===== src/rtl/vector_add_sub_nx1_pkg.sv =====
// Shared Kalman datapath definitions: default sizes, serial-stage FSM states
// and the signed element type used by the nx1 vector stages.
package kalman_pkg;

    localparam int WIDTH_DEF = 16;
    localparam int NOS_DEF   = 4;

    typedef enum logic [1:0] {
        IDLE = 2'd0,
        RUN  = 2'd1,
        DONE = 2'd2
    } state_t;

    typedef logic signed [WIDTH_DEF-1:0] elem_t;

    // Index counter width; a single-element vector still needs one bit.
    function automatic int idx_width(input int n);
        return (n > 1) ? $clog2(n) : 1;
    endfunction

endpackage


===== src/rtl/vector_add_sub_nx1_elem_add_sub.sv =====
// Single-element signed add/sub with overflow detect.
// Build option: SATURATE_EN clamps an overflowing result instead of wrapping.
module elem_add_sub
    import kalman_pkg::*;
#(
    parameter int WIDTH = WIDTH_DEF
) (
    input  logic signed [WIDTH-1:0] a,
    input  logic signed [WIDTH-1:0] b,
    input  logic                    sub,
    output logic signed [WIDTH-1:0] res,
    output logic                    ovf
);

    logic [WIDTH:0] sum_s;

    // Sign-extended add or subtract at WIDTH+1 bits.
    always_comb begin
        sum_s = {(WIDTH+1){1'b0}};
        if (sub) begin
            sum_s = {a[WIDTH-1], a} - {b[WIDTH-1], b};
        end else begin
            sum_s = {a[WIDTH-1], a} + {b[WIDTH-1], b};
        end
    end

    assign ovf = sum_s[WIDTH] ^ sum_s[WIDTH-1];

    // Result selection; the extra sign bit tells which rail was crossed.
    always_comb begin
        res = sum_s[WIDTH-1:0];
`ifdef SATURATE_EN
        if (ovf) begin
            if (sum_s[WIDTH]) begin
                res = {1'b1, {(WIDTH-1){1'b0}}};
            end else begin
                res = {1'b0, {(WIDTH-1){1'b1}}};
            end
        end else begin
            res = sum_s[WIDTH-1:0];
        end
`else
        res = sum_s[WIDTH-1:0];
`endif
    end

endmodule


===== src/rtl/vector_add_sub_nx1.sv =====
// Serial nx1 vector add/subtract stage chained behind the matrix-vector multiplier.
// Build option: SATURATE_EN (see elem_add_sub) selects clamping instead of wrapping.
module vector_add_sub_nx1
    import kalman_pkg::*;
#(
    parameter int WIDTH = WIDTH_DEF,
    parameter int nos   = NOS_DEF
) (
    input  logic                      clk,
    input  logic                      rst,
    input  logic                      startAdd,
    input  logic                      sub,
    input  logic [nos-1:0][WIDTH-1:0] A,
    input  logic [nos-1:0][WIDTH-1:0] B,
    output logic [nos-1:0][WIDTH-1:0] Res,
    output logic                      endAdd,
    output logic                      ovf
);

    localparam int               IDX_W    = idx_width(nos);
    localparam logic [IDX_W-1:0] LAST_IDX = IDX_W'(nos - 1);
    localparam logic [IDX_W-1:0] IDX_ONE  = IDX_W'(1'b1);

    state_t                    state_r;
    logic [IDX_W-1:0]          idx_r;
    logic [nos-1:0][WIDTH-1:0] op_a_r;
    logic [nos-1:0][WIDTH-1:0] op_b_r;
    logic                      sub_r;
    logic [nos-1:0][WIDTH-1:0] res_r;
    logic                      end_r;
    logic                      ovf_r;
    logic signed [WIDTH-1:0]   elem_res_s;
    logic                      elem_ovf_s;

    elem_add_sub #(
        .WIDTH (WIDTH)
    ) u_elem (
        .a   (op_a_r[idx_r]),
        .b   (op_b_r[idx_r]),
        .sub (sub_r),
        .res (elem_res_s),
        .ovf (elem_ovf_s)
    );

    // Sequencer: latch operands at start, write one element per clock, hold done.
    always_ff @(posedge clk) begin
        if (rst) begin
            state_r <= IDLE;
            idx_r   <= '0;
            op_a_r  <= '0;
            op_b_r  <= '0;
            sub_r   <= 1'b0;
            res_r   <= '0;
            end_r   <= 1'b0;
            ovf_r   <= 1'b0;
        end else begin
            case (state_r)
                IDLE: begin
                    end_r <= 1'b0;
                    if (startAdd) begin
                        op_a_r  <= A;
                        op_b_r  <= B;
                        sub_r   <= sub;
                        ovf_r   <= 1'b0;
                        idx_r   <= '0;
                        state_r <= RUN;
                    end
                end
                RUN: begin
                    res_r[idx_r] <= elem_res_s;
                    if (elem_ovf_s) begin
                        ovf_r <= 1'b1;
                    end
                    if (idx_r == LAST_IDX) begin
                        state_r <= DONE;
                    end else begin
                        idx_r <= idx_r + IDX_ONE;
                    end
                end
                DONE: begin
                    // endAdd trails entry to DONE by one edge and stays up while start is held.
                    end_r <= 1'b1;
                    if (!startAdd) begin
                        state_r <= IDLE;
                    end
                end
                default: begin
                    state_r <= IDLE;
                    idx_r   <= '0;
                    end_r   <= 1'b0;
                end
            endcase
        end
    end

    assign Res    = res_r;
    assign endAdd = end_r;
    assign ovf    = ovf_r;

endmodule


===== config.mk =====
export PLATFORM = sky130hd
export DESIGN_NAME = vector_add_sub_nx1
export DESIGN_NICKNAME = d
export VERILOG_FILES = /design/src/rtl/vector_add_sub_nx1_pkg.sv /design/src/rtl/vector_add_sub_nx1_elem_add_sub.sv /design/src/rtl/vector_add_sub_nx1.sv
export SDC_FILE = /design/constraint.sdc
export NUM_CORES = 1
export LEC_CHECK = 0
export CAP_MARGIN = 0
export CELL_PAD_IN_SITES_DETAIL_PLACEMENT = 0
export CELL_PAD_IN_SITES_GLOBAL_PLACEMENT = 1
export CORE_MARGIN = 8
export CORE_UTILIZATION = 36
export CTS_CLUSTER_DIAMETER = 150
export DETAILED_ROUTE_END_ITERATION = 10
export GPL_TIMING_DRIVEN = 0
export PLACE_DENSITY_LB_ADDON = 0.1
export SETUP_SLACK_MARGIN = 0.02
export SKIP_CTS_REPAIR_TIMING = 1
export SLEW_MARGIN = 10
export SYNTH_ARGS = -nofsm -noshare
export SYNTH_HDL_FRONTEND = slang
export SYNTH_SLANG_ARGS = --single-unit

===== constraint.sdc =====
create_clock -name clk -period 9.2 [get_ports clk]
set_input_delay 2.3 -clock clk [delete_from_list [all_inputs] [get_ports clk]]
set_output_delay 2.3 -clock clk [all_outputs]
set_load 0.05 [all_outputs]

### Yosys cells after proc, flatten, opt, wreduce, memory -nomap -nowiden

Index checks and enable logic that the tools add are counted.

* output and inout bits: 66
* memories: 0
* bits in writable memories: 0
* ROM bits: 0
* input port bits: 132
* register bits: 199
* bits in latches: 0

* bitwise gates (word level): 2
* divide/modulo/power cells: 0
* reductions and logical operators: 7
* multiply operators: 0
* $lt $le $gt $ge: 2
* eq/ne operators: 8
* $add $sub $neg: 3
* shift operators: 0
* mux-type cells: 19

Operators with widths (count)
* $bmux W16 S2: 2
* $bwmux W64: 1
* $mux W16: 3
* $demux W16 S2: 1
* $add A16 B16 Y17: 1
* $mux W17: 1
* $sub A16 B16 Y17: 1
* $pmux W2 S3: 2
* $mux W2: 5
* $ne A2 B2 Y1 const B: 5
* $reduce_and A3 Y1: 3
* $eq A2 B2 Y1 const B: 2
* $pmux W1 S2: 2
* $lt A2 B3 Y1 const B: 1
* $add A2 B1 Y2 const B: 1
* $eq A2 B1 Y1 const B: 1
* $ge A2 B1 Y1 const B: 1
* $logic_not A2 Y1: 1
* $mux W1: 2
* $reduce_and A2 Y1: 1
* $reduce_bool A2 Y1: 1
* $logic_and A1 B1 Y1: 1
* $not A1 Y1: 1
* $xor A1 B1 Y1: 1

### Longest topological paths before layout

* depth in word-level cells: 7
* mapped depth: 19
* mapped depth without buffers: 16

### Modules after synthesis

A second synthesis with hierarchy kept.

* cell total of the unflattened synthesis: 1066
* area, all modules: 8814.7 um^2

Modules (own cells, without submodules)
* vector_add_sub_nx1: cells an instance 920, area each 7751.2 um^2, instances 1
* elem_add_sub: cells an instance 146, area each 1063.5 um^2, instances 1

### Worst setup path before layout

OpenSTA, ideal clock, no wires.

* path kind: flip-flop to flip-flop
* start point: register idx_r[1]
* end point: register res_r (netlist bit Res[13])
* data arrival time: 3.905 ns
* data required time: 9.094 ns
* setup slack: 5.189 ns
* cell stages (with the launch flop): 18
* path buffers: 3
* library setup time: 0.106 ns
* cell sequence: dfxtp_1 -> buf_2 -> buf_2 -> buf_2 -> mux4_2 -> inv_1 -> ha_1 -> nand2_2 -> nor2_1 -> nor2_1 -> xnor2_1 -> ha_1 -> a2111o_1 -> o211ai_1 -> a21oi_1 -> o21ai_1 -> or4b_2 -> o311ai_0

* cells in the longest elaborated chain, start to end: 5
* elaborated cells between the ends (all ways): 13
* classes of those cells: 2 x add/sub; 2 x order compare; 8 x mux; 1 x reduce/logical

Ends and longest elaborated chain
* start, declared: line vector_add_sub_nx1.sv:25 `logic [IDX_W-1:0] idx_r;`
* start signal, assigned: line vector_add_sub_nx1.sv:77 `idx_r <= idx_r + IDX_ONE;`
* $bmux W16 S2, or another cell as far along: line vector_add_sub_nx1.sv:38 `.a (op_a_r[idx_r]),`
* $mux W16 (implied by the code), or another cell as far along: line vector_add_sub_nx1.sv:38
* $add A16 B16 Y17, or another cell as far along: line vector_add_sub_nx1_elem_add_sub.sv:23 `sum_s = {a[WIDTH-1], a} + {b[WIDTH-1], b};`
* $mux W17 or $demux W16 S2 (tied branches): line vector_add_sub_nx1_elem_add_sub.sv:20, vector_add_sub_nx1.sv:70
* $bwmux W64 (*): line vector_add_sub_nx1.sv:70 `res_r[idx_r] <= elem_res_s;`
* end signal, assigned by index: line vector_add_sub_nx1.sv:70
* end, declared: line vector_add_sub_nx1.sv:29 `logic [nos-1:0][WIDTH-1:0] res_r;`

Mark *: on every way between the ends. The rest lies on a longest branch, timed or not. The select of a mux whose other input is x is not followed.
A chain may end at the register's enable or synchronous reset.

### Worst setup path in the final report

Ends and elaborated chain as after synthesis.

==> metrics <==
status complete, no violations; wire per inst 18.4 microns; Cell Area, Synth 8770 sq um; die height 172 microns; via count 7875; crit-path cells buf_2 > buf_2 > buf_2 > mux4_2 > inv_1 > ha_1 > nand2_2 > nor2_1 > nor2_1 > xnor2_1 > ha_1 > a2111o_1 > o211ai_1 > a21oi_1 > o21ai_1 > or4b_2 > o311ai_0; Lkg Pwr 4.18 nW; CTS tree done; Final nets 1427; R2R depth 17; cells after synthesis 1057; RSZ-0062 raised after global routing no; Crit Path Category register to register; hold path cells 2; initial antenna violation count 0; post-synth top area share 45.4%; row count 57; CP startpoint kind register; hold crit path type register to register; CP top delay family compound AO/OA/AOI/OAI gates; ratio of cells with drive above 1 in the final layout under 10%; Top cell by count, worst path buf_2; Ys Warns 0; Buf/Inv on CP 4; sequential fraction of the synthesis area 45.4%; Achievable Freq around 200 MHz; first-pass GRT wire length around 45000 microns; drt drc 0; vias in the first global route 7974; syn avg cell area about 8.3 sq um; Min-Delay Endpoint op_a_r[63]$_SDFFE_PP0P_; Worst path max stage delay roughly 0.61 ns; final non-filler cell total roughly 1600; reg2reg end Res[13]$_SDFFE_PP0P_; Synth Flop Type dfxtp_1; clk sinks 199; GR Overflow Total 0; GR Util All Layers 20.1%; clk root buf clkbuf_16; Yosys reg bits 199; fin. max-slew vios 0; GPL Wtd Cong 0.859; Reg2Reg Setup Slack between 4 and 5 ns; CTS H-Tree Depth 4; Worst Setup End Kind register; worst hold slack 0.454 ns; worst vdd ir 0.0989 mV; Tmin final 4.91 ns; I/O Pins 198; number of flops mapped to enable cells by yosys 0; TritonCTS buffer count 17; port buffer count 197; Cells after DPL 1578; Max FO, Critical Path 10; Initial Util 36.4%; First-pass DRT Iterations 5; endpoints failing hold 0; clk_lat worst skew 0.45 ns; setup TNS 0 ns; hold path startpoint op_a_r[63]$_SDFFE_PP0P_; Slew HR 45.1%; area leader, netlist dfxtp_1; Area Growth Syn to Fin 33.6%; final setup vio count 0; Bufs on Longest Clock Path 2; asr flop ratio synth 0%; Die X 172 microns; Arr. time, crit path approximately 5.2 ns; RR Startpoint idx_r[1]$_SDFFE_PP0P_; drt via density 4.89; worst slew pin tran ~0.82 ns; CP required 9.52 ns; Core Box Area between 20000 and 25000 sq um; largest net degree at the start of global routing 20; Netlist cell types 48; fin crit share 53.4%; initial drt markers 495; Max-Cap Viols 0; # diodes 0; Critical-path top delay cell or4b_2; drt total wl 29700 microns; Mapped Nets 1211; DP Wirelength ~23000 microns; Worst-path clk slew 0.08 ns; Routed Antenna Nets 0; Die Area 29600 sq um; top cells by area, synth dfxtp_1 45%, nand2_1 15%, a21oi_1 11%; clock skew 0.0140 ns; Pwr Density 193 nW/um^2
## metrics by stage
step / instance area, sq um / util [%] / total power, W / setup slack (ns)
4_1_cts: 11700 / 48.6 / 0.00227 / 4.34
2_1_floorplan: 8770 / - / 0.00131 / 5.19
3_3_place_gp: 11100 / 46.2 / 0.00154 / 4.37
6_report: 11700 / 48.6 / 0.00226 / 4.29
5_1_grt: 11700 / 48.6 / 0.00236 / 4.03
3_5_place_dp: 11100 / 46.2 / 0.00155 / 4.38
## cell type report
cell class                      count  area (sq um)
Clock inverter                     14           139
Tap cell                          324           405
Inverter                           13          48.8
Sequential cell                   199          3980
Fill cell                        2502         12400
Clock buffer                       18           429
Timing Repair Buffer              197          1970
Multi-Input combinational cell    772          4440
Buffer                             73           295
## where the power goes
group	internal, W	switching, W	total [W]
clock network	0.000360	0.000373	0.000733
logic	0.000223	0.000364	0.000588
registers	0.000910	0.0000286	0.000939
total	0.00149	0.000766	0.00226
## worst register-to-register path, stage by stage (launching register included)
cell and delay [ns]:
dfxtp_1 0.38, buf_2 0.26, buf_2 0.33, buf_2 0.37, mux4_2 0.41, inv_1 0.08
ha_1 0.23, nand2_2 0.10, nor2_1 0.09, nor2_1 0.05, xnor2_1 0.27, ha_1 0.33
a2111o_1 0.46, o211ai_1 0.27, a21oi_1 0.14, o21ai_1 0.27, or4b_2 0.61, o311ai_0 0.12
## registers in the layout, indices dropped and copies added, names as in the netlist
register	cells
op_a_r	64
sub_r	1
idx_r	2
op_b_r	64
Res	64
ovf	1
state_r	2
endAdd	1
## layer usage
metal	wire length [microns]	track usage, %	part of all wire (%)
met5	0	0	0
met4	457	5.70	1.5
met3	1490	3.54	5.0
met2	14300	34.3	48
met1	13500	25.8	45
## logic make-up after synthesis
kind of cell	synth area share, %
muxes	8.46
AOI/OAI and AO/OA	15.4
xor gates and xnor gates	2.77
buffers and inverters	3.92
and+or+nand+nor	20.8
DFF	45.4
adders and majority gates	3.23
## synth_stat cells, drive strengths merged, types with 3 or more instances
library cell / n
o311ai: 4
nand2: 348
a211oi: 14
or4b: 4
ha: 21
clkbuf: 64
xor2: 4
a21o: 3
xnor2: 21
nand3: 12
dfxtp: 199
and2: 4
nand2b: 10
buf: 9
o21bai: 3
a31oi: 5
nor2: 40
nor2b: 5
mux4: 32
inv: 13
a21oi: 197
nor3: 6
o21a: 3
nand3b: 5
o21ai: 11
## how the worst max path moves through the flow
stage,startpoint,end,cells past startpoint
after floorplan,idx_r[1]$_SDFFE_PP0P_,Res[13]$_SDFFE_PP0P_,17
after detailed placement,idx_r[1]$_SDFFE_PP0P_,Res[13]$_SDFFE_PP0P_,17
final,idx_r[1]$_SDFFE_PP0P_,Res[13]$_SDFFE_PP0P_,17
after global routing,idx_r[1]$_SDFFE_PP0P_,ovf$_SDFFE_PP0P_,19
after global placement,idx_r[1]$_SDFFE_PP0P_,Res[13]$_SDFFE_PP0P_,17
after CTS,idx_r[1]$_SDFFE_PP0P_,Res[13]$_SDFFE_PP0P_,17
## cell usage in the layout (no fill, tap or decap), types with 5 or more instances in the layout
cell type and count:
clkdlybuf4s50_1 197, inv_1 13, nor2_1 39, nand2b_1 10
clkbuf_16 17, a21oi_1 196, nand3_1 12, nor2b_1 5
clkinv_4 5, a31oi_1 5, ha_1 21, o21ai_0 8
a211oi_1 14, dfxtp_1 199, mux4_2 32, nor3_1 5
nand3b_1 5, clkbuf_1 65, xnor2_1 21, buf_2 5
nand2_1 347
Power figures use the tool's default switching activity.
